`config.mk`:
```
export PLATFORM = sky130hd
export DESIGN_NAME = an_sec_decoder
export DESIGN_NICKNAME = d
export VERILOG_FILES = /design/src/rtl/an_sec_decoder.sv
export SDC_FILE = /design/constraint.sdc
export NUM_CORES = 1
export LEC_CHECK = 0
export CORE_UTILIZATION = 45
export DETAILED_ROUTE_END_ITERATION = 6
export SLEW_MARGIN = 25
export SYNTH_ARGS = -nofsm -noshare
export SYNTH_HDL_FRONTEND = slang
export SYNTH_SLANG_ARGS = --single-unit
```
`constraint.sdc`:
```
create_clock -name clk -period 5.6 [get_ports clk]
set_input_delay 0.56 -clock clk [delete_from_list [all_inputs] [get_ports clk]]
set_output_delay 0.56 -clock clk [all_outputs]
set_load 0.005 [all_outputs]
```
`src/rtl/an_sec_decoder.sv`:
```
// ---------------------------------------------------------------------------
// an_sec_decoder
//
// Purpose:
//   Decodes an AN-coded word (W = A*N, A odd) and corrects a single arithmetic
//   error of the form +/-2^k. A serial restoring divider produces the
//   quotient and residue. A nonzero residue starts a search over the powers of
//   two mod A. A match corrects W and runs a second division pass. If no
//   position matches, the floor quotient of the original word is reported.
//
// Ports:
//   clk        rising-edge clock
//   rst_n      asynchronous active-low reset
//   in_valid   W is valid this cycle
//   in_ready   block can accept W (only while idle)
//   W          received codeword, W_BITS wide
//   out_valid  result valid, held until out_ready
//   out_ready  consumer accepts the result
//   N          decoded (corrected) data, N_BITS wide
//   err_det    nonzero residue was detected
//   err_corr   a single error was located and corrected
//   err_pos    corrected bit position k
//   err_neg    1 = error was -2^k (fixed by adding), 0 = +2^k
//   uncorr     (AN_SEC_UNCORR_EN only) error detected but no position matched
//
// Configuration macro:
//   AN_SEC_UNCORR_EN  adds the uncorr output port
// ---------------------------------------------------------------------------
module an_sec_decoder #(
  parameter int A      = 67,
  parameter int W_BITS = 32,
  parameter int N_BITS = 25,
  parameter int A_BITS = 7,
  parameter int L_MAX  = 33,
  parameter int K_BITS = 6
) (
  input  logic              clk,
  input  logic              rst_n,
  input  logic              in_valid,
  output logic              in_ready,
  input  logic [W_BITS-1:0] W,
  output logic              out_valid,
  input  logic              out_ready,
  output logic [N_BITS-1:0] N,
  output logic              err_det,
  output logic              err_corr,
  output logic [K_BITS-1:0] err_pos,
  output logic              err_neg
`ifdef AN_SEC_UNCORR_EN
  ,
  output logic              uncorr
`endif
);

  // One extra dividend bit so that W + 2^k cannot overflow during correction.
  localparam int DW = W_BITS + 1;
  localparam int CW = $clog2(DW + 1);
  localparam logic [A_BITS:0]   A_EXT = (A_BITS + 1)'(A);
  localparam logic [A_BITS-1:0] A_RES = A_BITS'(A);

  typedef enum logic [2:0] {IDLE, DIV, SRCH, FIX, DONE} state_t;

  state_t            state_q, state_d;
  logic [DW-1:0]     w_q, w_d;
  logic [DW-1:0]     sh_q, sh_d;
  logic [A_BITS-1:0] r_q, r_d;
  logic [A_BITS-1:0] p_q, p_d;
  logic [K_BITS-1:0] k_q, k_d;
  logic [CW-1:0]     cnt_q, cnt_d;
  logic              pass2_q, pass2_d;
  logic [N_BITS-1:0] n_q, n_d;
  logic              det_q, det_d;
  logic              corr_q, corr_d;
  logic              neg_q, neg_d;
  logic [K_BITS-1:0] pos_q, pos_d;
`ifdef AN_SEC_UNCORR_EN
  logic              uncorr_q, uncorr_d;
`endif

  // Restoring division step. sh_q shifts the dividend out at the MSB and
  // shifts quotient bits in at the LSB. After DW steps it holds the quotient.
  logic [A_BITS:0]   rem_shift;
  logic              rem_ge;
  logic [A_BITS-1:0] rem_sub;
  logic [A_BITS-1:0] rem_next;
  logic [DW-1:0]     sh_next;

  assign rem_shift = {r_q, sh_q[DW-1]};
  assign rem_ge    = (rem_shift >= A_EXT);
  assign rem_sub   = A_BITS'(rem_shift - A_EXT);
  assign rem_next  = rem_ge ? rem_sub : rem_shift[A_BITS-1:0];
  assign sh_next   = {sh_q[DW-2:0], rem_ge};

  // Search helpers. p_q tracks 2^k mod A, so one doubling per position.
  logic [A_BITS:0]   p_dbl;
  logic [A_BITS-1:0] p_sub;
  logic [A_BITS-1:0] p_next;
  logic              match_pos;
  logic              match_neg;
  logic [DW-1:0]     two_k;
  logic [DW-1:0]     w_fixed;

  assign p_dbl     = {p_q, 1'b0};
  assign p_sub     = A_BITS'(p_dbl - A_EXT);
  assign p_next    = (p_dbl >= A_EXT) ? p_sub : p_dbl[A_BITS-1:0];
  assign match_pos = (p_q == r_q);
  assign match_neg = ((A_RES - p_q) == r_q);
  assign two_k     = DW'(1) << k_q;
  assign w_fixed   = neg_q ? (w_q + two_k) : (w_q - two_k);

  // State and datapath registers.
  always_ff @(posedge clk or negedge rst_n) begin
    if (!rst_n) begin
      state_q  <= IDLE;
      w_q      <= '0;
      sh_q     <= '0;
      r_q      <= '0;
      p_q      <= '0;
      k_q      <= '0;
      cnt_q    <= '0;
      pass2_q  <= 1'b0;
      n_q      <= '0;
      det_q    <= 1'b0;
      corr_q   <= 1'b0;
      neg_q    <= 1'b0;
      pos_q    <= '0;
`ifdef AN_SEC_UNCORR_EN
      uncorr_q <= 1'b0;
`endif
    end else begin
      state_q  <= state_d;
      w_q      <= w_d;
      sh_q     <= sh_d;
      r_q      <= r_d;
      p_q      <= p_d;
      k_q      <= k_d;
      cnt_q    <= cnt_d;
      pass2_q  <= pass2_d;
      n_q      <= n_d;
      det_q    <= det_d;
      corr_q   <= corr_d;
      neg_q    <= neg_d;
      pos_q    <= pos_d;
`ifdef AN_SEC_UNCORR_EN
      uncorr_q <= uncorr_d;
`endif
    end
  end

  // Next-state logic. Every register holds its value unless a state updates it.
  always_comb begin
    state_d  = state_q;
    w_d      = w_q;
    sh_d     = sh_q;
    r_d      = r_q;
    p_d      = p_q;
    k_d      = k_q;
    cnt_d    = cnt_q;
    pass2_d  = pass2_q;
    n_d      = n_q;
    det_d    = det_q;
    corr_d   = corr_q;
    neg_d    = neg_q;
    pos_d    = pos_q;
`ifdef AN_SEC_UNCORR_EN
    uncorr_d = uncorr_q;
`endif
    unique case (state_q)
      IDLE: begin
        if (in_valid) begin
          w_d      = DW'(W);
          sh_d     = DW'(W);
          r_d      = '0;
          cnt_d    = '0;
          pass2_d  = 1'b0;
          k_d      = '0;
          p_d      = A_BITS'(1);
          det_d    = 1'b0;
          corr_d   = 1'b0;
          neg_d    = 1'b0;
          pos_d    = '0;
`ifdef AN_SEC_UNCORR_EN
          uncorr_d = 1'b0;
`endif
          state_d  = DIV;
        end
      end
      DIV: begin
        sh_d  = sh_next;
        r_d   = rem_next;
        cnt_d = CW'(cnt_q + 1'b1);
        if (cnt_q == CW'(DW - 1)) begin
          // The first-pass quotient is kept as the fallback result when the
          // search later finds no position.
          n_d = sh_next[N_BITS-1:0];
          if (pass2_q || (rem_next == '0)) begin
            state_d = DONE;
          end else begin
            det_d   = 1'b1;
            state_d = SRCH;
          end
        end
      end
      SRCH: begin
        if (match_pos) begin
          neg_d   = 1'b0;
          pos_d   = k_q;
          corr_d  = 1'b1;
          state_d = FIX;
        end else if (match_neg) begin
          neg_d   = 1'b1;
          pos_d   = k_q;
          corr_d  = 1'b1;
          state_d = FIX;
        end else if (k_q == K_BITS'(L_MAX - 1)) begin
`ifdef AN_SEC_UNCORR_EN
          uncorr_d = 1'b1;
`endif
          state_d = DONE;
        end else begin
          p_d = p_next;
          k_d = K_BITS'(k_q + 1'b1);
        end
      end
      FIX: begin
        w_d     = w_fixed;
        sh_d    = w_fixed;
        r_d     = '0;
        cnt_d   = '0;
        pass2_d = 1'b1;
        state_d = DIV;
      end
      DONE: begin
        if (out_ready) begin
          state_d = IDLE;
        end
      end
      default: state_d = IDLE;
    endcase
  end

  assign in_ready  = (state_q == IDLE);
  assign out_valid = (state_q == DONE);
  assign N         = n_q;
  assign err_det   = det_q;
  assign err_corr  = corr_q;
  assign err_pos   = pos_q;
  assign err_neg   = neg_q;
`ifdef AN_SEC_UNCORR_EN
  assign uncorr    = uncorr_q;
`endif

endmodule

```
==> summary.md, run 1 <==
| Metric | Value |
|---|---|
| Worst-path cell chain | inv_1, ha_2, or2_1, a211oi_2, and2b_1, o31a_1, o21a_1, a21boi_2, a21oi_1, o32ai_1, ha_1, a21o_1, a21o_1, a21oi_1, nor2_1, a211oi_1, o21ai_1, o31ai_1, xor2_1, a21oi_1 |
| Critical path's slowest cell | or2_1 |
| GRT overflow | 0 |
| Core Util, Final | 54.1% |
| Most used flip-flop cell after synthesis | dfrtp_1 |
| Crit path buffers/inverters | 1 |
| Status | complete, no violations |
| I/O pin cnt | 72 |
| Initial antenna violation count | 0 |
| Synthesized instance count | 1148 |
| Period Utilization, post-route | 89.6% |
| Tightest Hold Check Type | input port to async pin |
| # setup viols final | 0 |
| Cell internal pwr | 0.00394 W |
| Ys async rst share | 100% |
| Most common cell after layout, fill and taps aside | nand2_1 |
| Die X | 146 um |
| Post-Syn Nets | 1229 |
| Core region area | 20200 sq um |
| Sequential fraction of the synthesis area | 34.9% |
| Starting density of the core | 46.0% |
| FF/Latch Area | 3250 sq um |
| Clk_lat worst skew | 0.44 ns |
| WL met2 | 11600 um |
| Placed Cells | 1449 |
| Avg WL per Cell | 19.1 um |
| Worst EP required | 5.89 ns |
| Simple-gate portion of the synthesized area | 20.4% |
| Core Rows | 52 |
| Final Hold Vio Count | 0 |
| Crit Path Max Fanout | 14 |
| Netlist Area Pre-Place | 9310 sq um |
| RSZ-0062 raised after global routing | no |
| Total Routed Length | 28200 um |
| Max cap viols | 0 |
| Relative slew slack | 38.3% |
| Share of post-route cells with drive strength above 1 | 9.99% |
| R2R cell count | 20 |
| Clock Skew | 0.0245 ns |
| Post-DR vias/cell | 5.88 |
| Xor/xnor share of the synthesized area | 6.11% |
| Power consumption | 0.00786 W |
| Switching part of the total | 49.9% |
| Htree depth | 4 |
| Area taken by multi-input logic gates | 5670 sq um |
| # clock sinks | 130 |
| N_diodes | 0 |
| Crit. End Element | flip-flop |
| Area delta synth->final | 17.6% |
| Flops & latches, synth | 130 |
| Hold WS | 0.153 ns |
| Post-synth cell types | 76 |
| Number of flops mapped to enable cells by yosys | 0 |
| Syn avg cell area | 8.11 sq um |
| PD cells | 718 nW/um^2 |
| GRT Overall Usage | 27.0% |
| Peak supply drop | 0.312 mV |
| Clock power frac | 14.9% |
| DP HPWL | 20200 um |
| Fill cells | 1895 |
| Die height | 146 um |
| Met1 wire length | 14500 um |
| Initial drt markers | 788 |
| First-pass GRT wire length | 45000 um |
| Number of buffers created by CTS | 17 |
| Largest family of logic cells by synthesized area | compound AO/OA/AOI/OAI gates |
| # DRC | 0 |
| Crit path kind | flip-flop to flip-flop |
| Worst reg2reg path startpoint | k_q[1]$_DFFE_PN0P_ |
| Most frequent cells in the layout | nand2_1, dfrtp_1, nor2_1, a21oi_1, clkdlybuf4s50_1 |
| Flop2flop setup slack | 0.58 ns |
| CP most frequent cell | a21oi_1 |
| Compound-Gate Fraction of Synth Area | 22.9% |
| Register share of total power | 19.7% |
| CP arrival | 5.31 ns |
| TritonCTS clock tree | done |
| NumNets Final | 1279 |
| Finished Layout Cells | 1481 |
| Detailed-route via count | 8710 |
| Final worst path period need | 5.02 ns |
| Largest net degree at the start of global routing | 71 |
| Max-slew violations | 0 |
| Max frequency | 199 MHz |
| Sw power | 0.00392 W |
| Setup TNS | 0 ns |
| Port bufs | 71 |
| Leakage | 4.69 nW |
| Synth Warn # | 0 |
| DRT Pass-1 Iters | 5 |
| Proportion of synthesized area in mux cells | 5.10% |
| Clk slew on worst S/H paths | 0.07 ns |
| Post-Synth Adder-Cell Area | 6.13% |
| Reg2Reg Capture Point | sh_q[30]$_DFFE_PN0P_ |
| Delay-heaviest family, CP | compound AO/OA/AOI/OAI gates |
| Worst Max-Slew Pin Slew | 0.925 ns |
| Routed Antenna Nets | 0 |
| Crit-path max cell delay | 0.42 ns |
| Met3 WL | 1740 um |
| CP startpoint kind | flip-flop |
| Clock tree buffer depth | 2 |
| Comb power frac | 65.4% |
| Gpl congestion | 0.933 |
| Vias in the first global route | 7946 |
| Top Metal Used | met4 |
| Root Buffer | clkbuf_16 |
| Die Area | 21300 sq um |
## sequential cells by signal, indices dropped and copies added, names as in the netlist
name / cells
sh_q: 33
err_neg: 1
state_q: 3
err_pos: 6
r_q: 7
err_det: 1
pass2_q: 1
cnt_q: 6
k_q: 6
err_corr: 1
N: 25
w_q: 33
p_q: 7
## power by group through the flow
stage	registers (W)	logic [W]	clock network, W
3_3_place_gp	0.00155	0.00502	0
5_1_grt	0.00158	0.00568	0.00123
6_report	0.00155	0.00514	0.00117
3_5_place_dp	0.00155	0.00501	0
2_1_floorplan	0.00142	0.00381	0
4_1_cts	0.00154	0.00506	0.00119
## cell usage after synthesis (all sizes together) (29+ instances only)
cell type / n / share of area, %
nand2: 168 / 6.8
dfrtp: 130 / 35
nor2: 126 / 5.1
a21oi: 83 / 4.5
o21ai: 69 / 3.7
clkbuf: 66 / 2.7
ha: 44 / 5.9
a31oi: 40 / 2.7
xnor2: 36 / 3.4
nor3: 34 / 1.8
nand3: 30 / 1.6
inv: 29 / 1.2
xor2: 29 / 2.7
## per-stage QoR
stage / setup WS (ns) / instance area, sq um
4_1_cts: 0.490 / 10900
2_1_floorplan: 1.11 / 9310
5_1_grt: 0.136 / 10900
3_5_place_dp: 0.532 / 10300
6_report: 0.583 / 10900
3_3_place_gp: 0.589 / 10300
## cell families after synthesis
kind of cell,count (synthesis)
compound gates,328
xor+xnor,65
fa+ha+maj,45
buf+inv,105
flops,130
mux,44
simple gates,431
## repair_timing
item	4_1_cts	5_1_grt
setup endpoints to repair	0	5
resized for setup	0	2
setup buffers	0	0
hold buffers	0	0
## routing by layer
metal | vias up | global-route usage, %
li1 | 4212 | -
met2 | 314 | 37.6
met1 | 4156 | 42.4
met4 | 0 | 7.21
met3 | 28 | 4.55
met5 | - | 0
## layout make-up
class                           instances  area share, %
Clock buffer                           18           3.92
Clock inverter                         14           1.55
Inverter                               29          0.994
Multi-Input combinational cell        913           51.8
Sequential cell                       130           29.7
Tap cell                              270           3.09
Timing Repair Buffer                  107           8.97
## worst max-delay path by stage
| stage | start | to | depth (start not counted) |
|---|---|---|---|
| final | k_q[1]$_DFFE_PN0P_ | sh_q[30]$_DFFE_PN0P_ | 20 |
| after global routing | k_q[1]$_DFFE_PN0P_ | sh_q[30]$_DFFE_PN0P_ | 20 |
| after CTS | k_q[1]$_DFFE_PN0P_ | sh_q[30]$_DFFE_PN0P_ | 20 |
| after detailed placement | k_q[1]$_DFFE_PN0P_ | sh_q[30]$_DFFE_PN0P_ | 20 |
| after global placement | k_q[1]$_DFFE_PN0P_ | sh_q[30]$_DFFE_PN0P_ | 20 |
| after floorplan | k_q[4]$_DFFE_PN0P_ | sh_q[21]$_DFFE_PN0P_ | 20 |
## worst register-to-register path, cell delays in order (launching register included)
cell      delay [ns]
dfrtp_1         0.39
inv_1           0.10
ha_2            0.28
or2_1           0.42
a211oi_2        0.36
and2b_1         0.21
o31a_1          0.13
o21a_1          0.19
a21boi_2        0.38
a21oi_1         0.12
o32ai_1         0.36
ha_1            0.40
a21o_1          0.19
a21o_1          0.16
a21oi_1         0.17
nor2_1          0.06
a211oi_1        0.21
o21ai_1         0.15
o31ai_1         0.27
xor2_1          0.23
a21oi_1         0.09
Note: power is estimated with default switching activity, not from simulation.
==> run 2, diff against run 1 <==
--- a/config.mk
+++ b/config.mk
@@ -5,6 +5,7 @@
 export SDC_FILE = /design/constraint.sdc
 export NUM_CORES = 1
 export LEC_CHECK = 0
+export ABC_CLOCK_PERIOD_IN_PS = 5600
 export CORE_UTILIZATION = 45
 export DETAILED_ROUTE_END_ITERATION = 6
 export SLEW_MARGIN = 25
==> results of run 2 <==
The final DEF is identical to that of run 1; final timing and power are the same.
==> RTL change: new RTL, flow settings as in run 2 <==
Reset style: synchronous (`rst_n`), changed in one clocked block. Comments in the files are not updated.
--- a/src/rtl/an_sec_decoder.sv
+++ b/src/rtl/an_sec_decoder.sv
@@ -109,7 +109,7 @@
   assign w_fixed   = neg_q ? (w_q + two_k) : (w_q - two_k);
 
   // State and datapath registers.
-  always_ff @(posedge clk or negedge rst_n) begin
+  always_ff @(posedge clk) begin
     if (!rst_n) begin
       state_q  <= IDLE;
       w_q      <= '0;
Formal check against the unedited RTL: differs if rst_n is asserted again (counterexample within 4 cycles, from zero or initial values and one cycle with rst_n low); with rst_n held inactive, the same outputs for 10 cycles.
==> RTL change against run 2 <==
Count of clock-buffer cells in the layout increased by 1; combinational power decreased by 33%; area after synthesis decreased by 2.8%; power decreased by 25%; wire length increased by 1.7%; setup slack got worse by 180 ps; core utilization decreased by 0.23 points; sequential cell count unchanged; cell area decreased by 3.6%; critical path type unchanged; largest power group unchanged; highest routed layer unchanged.
==> RTL change: results (changes against run 2) <==
top post-synthesis cells by count -> 201 x nand2_1, 131 x a21oi_1, 130 x dfxtp_1, 130 x nor2_1, 71 x clkbuf_1 (was 168 x nand2_1, 130 x dfrtp_1, 125 x nor2_1)
Post-Route M1 WL -> 12710 um (was 14490 um)
post-synth top area cell -> dfxtp_1 (was dfrtp_1)
critical path fanouts, max -> 19 (was 14)
nonclk inv count -> 32 (was 29)
DP HPWL -> 20710 um (was 20180 um)
global-route wire length before repair -> 46390 um (was 45010 um)
Compound-Gate Fraction of Synth Area -> 0.2514 (was 0.2285)
pre-CTS setup slack -> 438.6 ps (was 531.8 ps)
layout clock buffer count -> 19 (was 18)
placed standard-cell area -> 0.009925 mm^2 (was 0.01034 mm^2)
buffering overhead -> 0.08510 (was 0.08970)
drt initial violations -> 608 (was 788)
pwr/cell area -> 555.6 mW/mm^2 (was 717.9 mW/mm^2)
cell count after placement -> 1517 (was 1449)
ys async rst share -> 0 (was 1.000)
met3 usage -> 0.04565 (was 0.04545)
leakage power -> 4.033 nW (was 4.691 nW)
slowest stage cell, crit path -> or3_1 (was or2_1)
Routability Congestion -> 0.9452 (was 0.9333)
post-layout instance count excluding filler cells -> 1549 (was 1481)
worst vdd ir -> 382.7 uV (was 312.2 uV)
ys flop type -> dfxtp_1 (was dfrtp_1)
status -> completed (unchanged)
Synth Area in XOR/XNOR -> 0.06675 (was 0.06112)
largest net degree at the start of global routing -> 81 (was 71)
comb_multi_in -> 994 (was 913)
Post-Synthesis Cells -> 1241 (was 1148)
Hold Crit Class -> reg -> reg (was in -> async)
post-synthesis sequential area ratio -> 0.2875 (was 0.3493)
GR Layer Usage met2 -> 0.4981 (was 0.3763)
met2 WL -> 13860 um (was 11630 um)
Max Clock Skew -> 13.50 ps (was 24.45 ps)
gr usage total -> 0.2894 (was 0.2701)
via count -> 9125 (was 8710)
Arr. time, crit path -> 5460 ps (was 5310 ps)
adder-cell share of the synthesized area -> 0.06440 (was 0.06126)
Mapped Nets -> 1323 (was 1229)
Netlist cell types -> 80 (was 76)
[RTL change: final timing paths]
kind	slack, ps	depth (start not counted)	startpoint	endpoint
worst max-delay path	400	18	k_q[1]	sh_q[25]
worst min-delay path	450	2	N[23]	N[23]
worst max register to register	400	18	k_q[1]	sh_q[25]
worst min register to register	450	2	N[23]	N[23]
[RTL change: report_power, final]
part | switching (mW) | total [mW] | internal (mW)
Clock | 0.467 | 1.19 | 0.721
Sequential | 0.145 | 1.24 | 1.09
Combinational | 2.17 | 3.44 | 1.27
[RTL change: repair_timing]
| item | 4_1_cts | 5_1_grt |
|---|---|---|
| setup endpoints to repair | 0 | 13 |
| hold buffers | 0 | 0 |
| gates resized for setup | 0 | 3 |
[RTL change: per-stage QoR]
step / utilization / power, mW
6_report: 0.5389 / 5.865
5_1_grt: 0.5389 / 6.283
4_1_cts: 0.5380 / 5.828
3_5_place_dp: 0.5066 / 4.620
3_3_place_gp: 0.5064 / 4.614
2_1_floorplan: - / 3.743
